<file path="src/rtl/fp32_to_int32.sv">
// rtl/fp32_to_int32.sv - IEEE-754 single to signed int32 converter, truncating, bit-serial shifter
//
// Ports:
//   clk        rising-edge clock
//   rst_n      asynchronous active-low reset
//   in_valid   operand available
//   in_ready   block can accept an operand (IDLE only)
//   a          fp32 operand
//   out_valid  result available, held until out_ready
//   out_ready  consumer accepts the result
//   res        two's-complement integer result, trunc(a)
//   exception  NaN/infinity or out-of-range operand
//   inexact    nonzero fraction bits were discarded

module fp32_to_int32 (
  input  logic        clk,
  input  logic        rst_n,
  input  logic        in_valid,
  output logic        in_ready,
  input  logic [31:0] a,
  output logic        out_valid,
  input  logic        out_ready,
  output logic [31:0] res,
  output logic        exception,
  output logic        inexact
);

  typedef enum logic [2:0] {
    IDLE  = 3'd0,
    CLASS = 3'd1,
    SHIFT = 3'd2,
    FIX   = 3'd3,
    DONE  = 3'd4
  } state_t;

  state_t state, state_next;

  logic [31:0] a_q;
  logic [31:0] mag;
  logic [4:0]  cnt;
  logic        left;
  logic        neg;

  // Classification of the registered operand, consumed in CLASS
  logic [7:0]  e;
  logic [22:0] frac;
  logic [31:0] c_mag;
  logic [4:0]  c_n;
  logic        c_left;
  logic        c_exc;
  logic        c_inx;
  logic        c_neg;

  assign e    = a_q[30:23];
  assign frac = a_q[22:0];

  always_comb begin
    c_mag  = 32'd0;
    c_n    = 5'd0;
    c_left = 1'b0;
    c_exc  = 1'b0;
    c_inx  = 1'b0;
    c_neg  = 1'b0;
    if (e == 8'd255) begin
      // NaN saturates positive regardless of sign
      c_exc = 1'b1;
      c_mag = (!a_q[31] || frac != 23'd0) ? 32'h7FFF_FFFF : 32'h8000_0000;
    end else if (a_q == 32'hCF00_0000) begin
      // -2^31 is the only representable value with e=158
      c_mag = 32'h8000_0000;
    end else if (e >= 8'd158) begin
      c_exc = 1'b1;
      c_mag = a_q[31] ? 32'h8000_0000 : 32'h7FFF_FFFF;
    end else if (e < 8'd127) begin
      c_inx = (a_q[30:0] != 31'd0);
    end else if (e <= 8'd150) begin
      c_mag = {8'd0, 1'b1, frac};
      c_n   = 5'(8'd150 - e);
      c_neg = a_q[31];
    end else begin
      c_mag  = {8'd0, 1'b1, frac};
      c_n    = 5'(e - 8'd150);
      c_left = 1'b1;
      c_neg  = a_q[31];
    end
  end

  always_ff @(posedge clk or negedge rst_n) begin
    if (!rst_n) state <= IDLE;
    else        state <= state_next;
  end

  always_comb begin
    state_next = state;
    case (state)
      IDLE:    if (in_valid) state_next = CLASS;
      CLASS:   state_next = (c_n != 5'd0) ? SHIFT : FIX;
      SHIFT:   if (cnt == 5'd1) state_next = FIX;
      FIX:     state_next = DONE;
      DONE:    if (out_ready) state_next = IDLE;
      default: state_next = IDLE;
    endcase
  end

  always_ff @(posedge clk or negedge rst_n) begin
    if (!rst_n) begin
      a_q       <= 32'd0;
      mag       <= 32'd0;
      cnt       <= 5'd0;
      left      <= 1'b0;
      neg       <= 1'b0;
      res       <= 32'd0;
      exception <= 1'b0;
      inexact   <= 1'b0;
      out_valid <= 1'b0;
      in_ready  <= 1'b1;
    end else begin
      case (state)
        IDLE: begin
          if (in_valid) begin
            a_q      <= a;
            in_ready <= 1'b0;
          end
        end
        CLASS: begin
          mag       <= c_mag;
          cnt       <= c_n;
          left      <= c_left;
          neg       <= c_neg;
          exception <= c_exc;
          inexact   <= c_inx;
        end
        SHIFT: begin
          cnt <= cnt - 5'd1;
          if (left) begin
            mag <= {mag[30:0], 1'b0};
          end else begin
            mag     <= {1'b0, mag[31:1]};
            inexact <= inexact | mag[0];
          end
        end
        FIX: begin
          res       <= neg ? (~mag + 32'd1) : mag;
          out_valid <= 1'b1;
        end
        DONE: begin
          if (out_ready) begin
            out_valid <= 1'b0;
            in_ready  <= 1'b1;
          end
        end
        default: ;
      endcase
    end
  end

endmodule

</file>
<file path="config.mk">
export PLATFORM = sky130hd
export DESIGN_NAME = fp32_to_int32
export DESIGN_NICKNAME = d
export VERILOG_FILES = /design/src/rtl/fp32_to_int32.sv
export SDC_FILE = /design/constraint.sdc
export NUM_CORES = 1
export LEC_CHECK = 0
export CAP_MARGIN = 10
export CORE_AREA = 2 2 106 108
export DETAILED_ROUTE_END_ITERATION = 8
export DIE_AREA = 0 0 108 110
export HOLD_SLACK_MARGIN = 0.12
export PLACE_DENSITY = 0.79
export REMOVE_ABC_BUFFERS = 1
export SLEW_MARGIN = 25
export SYNTH_ARGS = -nofsm -noshare
export SYNTH_HDL_FRONTEND = slang
export SYNTH_SLANG_ARGS = --single-unit
</file>
<file path="constraint.sdc">
create_clock -name clk -period 2.4 [get_ports clk]
set_input_delay 0.36 -clock clk [delete_from_list [all_inputs] [get_ports clk]]
set_output_delay 0.36 -clock clk [all_outputs]
set_load 0.1 [all_outputs]
</file>
=== Word-level counts from Yosys, hierarchy flattened ===
Index checks and enable logic that the tools add are counted.

* Flip-flop bits (word level): 110
* Output and inout port bits: 36

* $add $sub $neg: 4
* $lt $le $gt $ge: 3
* Equality and inequality tests: 11
* Multiplexer cells: 43
* Bitwise gates (word level): 2
* Reductions and logical operators: 14

{| class="wikitable"
|+ Operator list
! cell !! number
|-
| 2-to-1 mux 32 bit || 7
|-
| one-hot mux 32 bit (2 select lines) || 1
|-
| adder 32 x 1 -> 32 bit (second input constant) || 1
|-
| equality test 32 bit (second input constant) || 1
|-
| inverter 32 bit || 1
|-
| nonzero test 31 bit || 1
|-
| 2-to-1 mux 5 bit || 5
|-
| 2-to-1 mux 24 bit || 1
|-
| nonzero test 23 bit || 1
|-
| 2-to-1 mux 1 bit || 21
|-
| one-hot mux 3 bit (5 select lines) || 1
|-
| one-hot mux 5 bit (2 select lines) || 1
|-
| 2-to-1 mux 3 bit || 3
|-
| equality test 8 bit (second input constant) || 1
|-
| >= comparator 8 bit (second input constant) || 1
|-
| less-or-equal comparator 8 bit (second input constant) || 1
|-
| less-than comparator 8 x 7 -> 1 bit (second input constant) || 1
|-
| != test 2 bit (second input constant) || 4
|-
| equality test 3 x 2 -> 1 bit (second input constant) || 2
|-
| one-hot mux 1 bit (2 select lines) || 3
|-
| AND reduction 2 bit || 3
|-
| AND reduction 3 bit || 2
|-
| nonzero test 2 bit || 3
|-
| equality test 5 x 1 -> 1 bit (second input constant) || 1
|-
| 10 further kinds || 10
|}

=== Depth between registers and ports, before layout ===
* Depth after elaboration: 9
* Depth in mapped cells: 9
* Gate-level depth less buffers: 8

=== Worst setup path after synthesis ===
Ideal clock, no wire load.

* Path type: reg2reg
* Start: register a_q[24]
* End: register mag[17]
* Library setup time: 0.124 ns
* Data arrival time: 1.861 ns
* Setup slack: 0.415 ns
* Cell stages (with the launch flop): 9
* Clock period less this slack: 1.985 ns
* Path through: dfrtp_1 -> ha_1 -> and4b_1 -> nand3_1 -> nor4_4 -> nor3b_4 -> and2_4 -> buf_6 -> a211o_1

* Longest elaborated chain between the ends: 6
* Elaborated cells on any way between the ends: 9

{| class="wikitable"
|+ Ends and longest elaborated chain
! item !! RTL line !! source
|-
| from (decl) || 38 || <nowiki>logic [31:0] a_q;</nowiki>
|-
| from (signal assigned) || 107 || <nowiki>a_q <= 32'd0;</nowiki>
|-
| from (signal assigned) || 121 || <nowiki>a_q <= a;</nowiki>
|-
| less-than comparator 8 x 7 -> 1 bit || 74 || <nowiki>end else if (e < 8'd127) begin</nowiki>
|-
| 2-to-1 mux 24 bit || 74 ||
|-
| 2-to-1 mux 32 bit || 71 || <nowiki>end else if (e >= 8'd158) begin</nowiki>
|-
| 2-to-1 mux 32 bit || 68 || <nowiki>end else if (a_q == 32'hCF00_0000) begin</nowiki>
|-
| 2-to-1 mux 32 bit * || 64 || <nowiki>if (e == 8'd255) begin</nowiki>
|-
| one-hot mux 32 bit (2 select lines) * || 118 || <nowiki>case (state)</nowiki>
|-
| to (signal assigned) || 126 || <nowiki>mag <= c_mag;</nowiki>
|-
| to (signal assigned) || 136 || <nowiki>mag <= {mag[30:0], 1'b0};</nowiki>
|-
| to (signal assigned) || 138 || <nowiki>mag <= {1'b0, mag[31:1]};</nowiki>
|-
| to (decl) || 39 || <nowiki>logic [31:0] mag;</nowiki>
|}

Every way passes the cells marked *; elsewhere a longest branch is shown, timed or not.
A chain may end at the register's enable or synchronous reset.

=== Final worst setup path ===
* Start: register mag[11]
* End: register res[21]

* Longest elaborated chain between the ends: 3

{| class="wikitable"
|+ Ends and longest elaborated chain
! item !! RTL line !! source
|-
| inverter 32 bit || 143 || <nowiki>res <= neg ? (~mag + 32'd1) : mag;</nowiki>
|-
| adder 32 x 1 -> 32 bit || 143 ||
|-
| 2-to-1 mux 32 bit || 143 ||
|-
| to (signal assigned) || 143 ||
|-
| to (decl) || 23 || <nowiki>output logic [31:0] res,</nowiki>
|}

No other way between the ends.

==> results.py <==
metrics = {
    "route": {
        "ant_nets": 0,
        "remaining_drc_errors": 0,
        "viasPerCell": 5.806,
        "wl_per_cell_um": 15.63,
        "dr.pass1.iters": 5,
        "dr_total_vias": 4639,
        "wirelength_mm": 12.49,
        "drt_iter0_drc": 368,
    },
    "yosys": {
        "synth_area_um2": 5849,
        "synth_most_common_cell": "dfrtp_1",
        "yosys-top-cells-count": "dfrtp_1, nand2_1, o21ai_0",
        "synth_top_area_frac": 0.4663,
        "synth-seq-cells": 110,
        "ys_warn_count": 0,
        "synth.area.top_cells": "dfrtp_1, mux2_2, nand2_1",
        "synth_cells": 592,
        "syn_area_per_cell_um2": 9.881,
        "seq_area_frac_synth": 0.4708,
        "yosys.area.top_type": "dfrtp_1",
        "ys_types": 61,
        "synth-async-reset-ratio": 1.000,
        "synth-edff-count": 0,
        "ys.flop_type": "dfrtp_1",
    },
    "sta": {
        "finalCritPeriodShare": 0.9175,
        "period_minus_slack_ns": 2.202,
        "finalMaxSlewViolations": 0,
        "worst_slew_pin_slew_ns": 0.5032,
        "finalSetupViolations": 0,
        "clock_skew_ns": 0.01385,
        "hold_violations": 0,
        "worst_slack_ns": 0.1980,
        "rsz0062_at_grt": "false",
        "slew_headroom": 0.6645,
        "max_freq_mhz": 454.1,
    },
    "critical_path": {
        "path_class": "register to register",
        "cp_max_fo": 7,
        "crit_required_ns": 2.64,
        "end_kind": "register",
        "start_kind": "register",
        "worstPathArrival_ns": 2.45,
    },
    "clocking": {
        "cts.sinks": 110,
        "numCtsBuffers": 9,
        "post_cts_buffers": 0,
        "cts.path.max_buffers": 2,
        "root_buffer": "clkbuf_8",
        "clk_pin_slew_ns": 0.11,
        "cts_tree": "built",
        "insertion_delay_ns": 0.38,
        "htreeDepth": 3,
    },
    "layout": {
        "fin_util": 0.6379,
        "fillCellCount": 911,
        "layout-area-overhead-vs-synth_pct": 16.66,
        "multi_input_area_um2": 2879,
        "drive_gt1_frac": 0.2064,
        "diodes": 0,
        "nNetsFinal": 699,
        "layout.area.seq_um2": 2754,
        "design_area_um2": 6824,
    },
    "floorplan": {
        "die_y_um": 110,
        "ios": 72,
        "row_count": 38,
        "initial_core_util": 0.5468,
        "core_area_um2": 10700,
        "die_x_um": 108,
        "dieArea_um2": 11880,
    },
    "place": {
        "dp_slack_ns": 0.2217,
        "gp_congestion": 0.8835,
        "place.port_buffers": 71,
        "placed_cell_area_um2": 6628,
        "dpl.hpwl_mm": 9.180,
    },
    "global_routing": {
        "grt_usage": 0.2279,
        "antenna_found_initial": 0,
        "grt_pass1_vias": 4433,
        "grt.overflow.total": 0,
        "grt_pass1_wl_mm": 21.53,
        "grt_max_degree": 66,
    },
    "worst_hold_path": {
        "hp-class": "primary input to asynchronous set/reset pin",
    },
    "flow_run": {
        "cap_violations": 0,
    },
    "run_status": {
        "outcome": "finished clean",
    },
}
-- flip-flops by register name, summed over array words and instances, names as in the netlist --
register,flops
a_q,32
mag,32
res,32
cnt,5
state,3
exception,1
in_ready,1
inexact,1
left,1
neg,1
out_valid,1
-- area by class of cell --
cell class	instances	share of cell area
sequential	110	0.4036
timing repair buffer	91	0.1148
tap	140	0.02567
multi-input combinational	428	0.4219
clock inverter	7	0.008251
inverter	14	0.007701
clock buffer	9	0.01815
-- kinds of logic (layout without fill, tap and decap cells) --
| logic type | count (synthesis) | count (layout) | synth area share |
|---|---|---|---|
| AO/OA/AOI/OAI | 156 | 156 | 0.1632 |
| flip-flops | 110 | 110 | 0.4708 |
| XOR/XNOR | 33 | 33 | 0.04941 |
| adder cells (fa/ha/maj) | 9 | 9 | 0.01925 |
| multiplexers | 58 | 58 | 0.1095 |
| buffers and inverters | 54 | 121 | 0.03850 |
| AND/OR/NAND/NOR | 172 | 172 | 0.1493 |
-- worst paths after layout --
kind / start / endpoint / slack (ns) / depth (start not counted)
worst max-delay path: mag[11]$_DFFE_PN0P_ / res[21]$_DFFE_PN0P_ / 0.20 / 6
worst min-delay path: rst_n / mag[16]$_DFFE_PN0P_ / 0.48 / 2
worst max register to register: mag[11]$_DFFE_PN0P_ / res[21]$_DFFE_PN0P_ / 0.20 / 6
worst min register to register: res[28]$_DFFE_PN0P_ / res[28]$_DFFE_PN0P_ / 0.49 / 2
max in group asynchronous: rst_n / a_q[3]$_DFFE_PN0P_ / 1.20 / 3
min in group clk: res[28]$_DFFE_PN0P_ / res[28]$_DFFE_PN0P_ / 0.49 / 2
-- through the flow --
stage | hold slack [ns] | std cells | TNS, ns
floorplan | 0.06441 | 552 | -7.190
global placement | 0.3585 | 782 | 0
detailed placement | 0.3590 | 782 | 0
CTS | 0.4844 | 799 | 0
global route | 0.4966 | 799 | 0
finish | 0.4823 | 799 | 0
-- placed cells by master (no fill, tap or decap), types with 5 or more instances in the layout --
master and n:
nand4_1 6, clkdlybuf4s50_1 34, ha_1 9, o22ai_1 21, nor4_1 6, mux2_2 48, clkbuf_8 9, o31ai_1 9
a211o_1 6, mux2i_1 10, a221o_1 7, nor3_1 6, o21ai_0 59, dfrtp_1 109, nor2_1 25, inv_1 13
nand2_1 88, a21oi_1 31, xor2_1 28, xnor2_1 5, or4_1 5, nand3_1 7, buf_4 55
-- metal layers --
layer | track usage | wire, um | vias up | part of all wire
met2 | 0.3549 | 5786 | 147 | 0.46
met1 | 0.3319 | 5771 | 2224 | 0.46
li1 | - | - | 2256 | -
met5 | 0 | 0 | - | 0
met4 | 0.05952 | 154 | 0 | 0.012
met3 | 0.04174 | 777 | 12 | 0.062
-- worst max-delay path, stage by stage (launching register included) --
cell     delay [ns]
dfrtp_1        0.47
nor4_2         0.46
nand4_1        0.24
or3b_1         0.45
o31ai_2        0.22
xor2_1         0.18
o21ai_1        0.07
-- timing repair --
| action | CTS | global route |
|---|---|---|
| setup endpoints to repair | 0 | 4 |
| hold buffers | 1 | 0 |
| resized for setup | 0 | 1 |
| hold endpoints to repair | 34 | 0 |
Power is not shown: default switching activity piles up to over one toggle a cycle in this logic, so the estimate is an artifact.
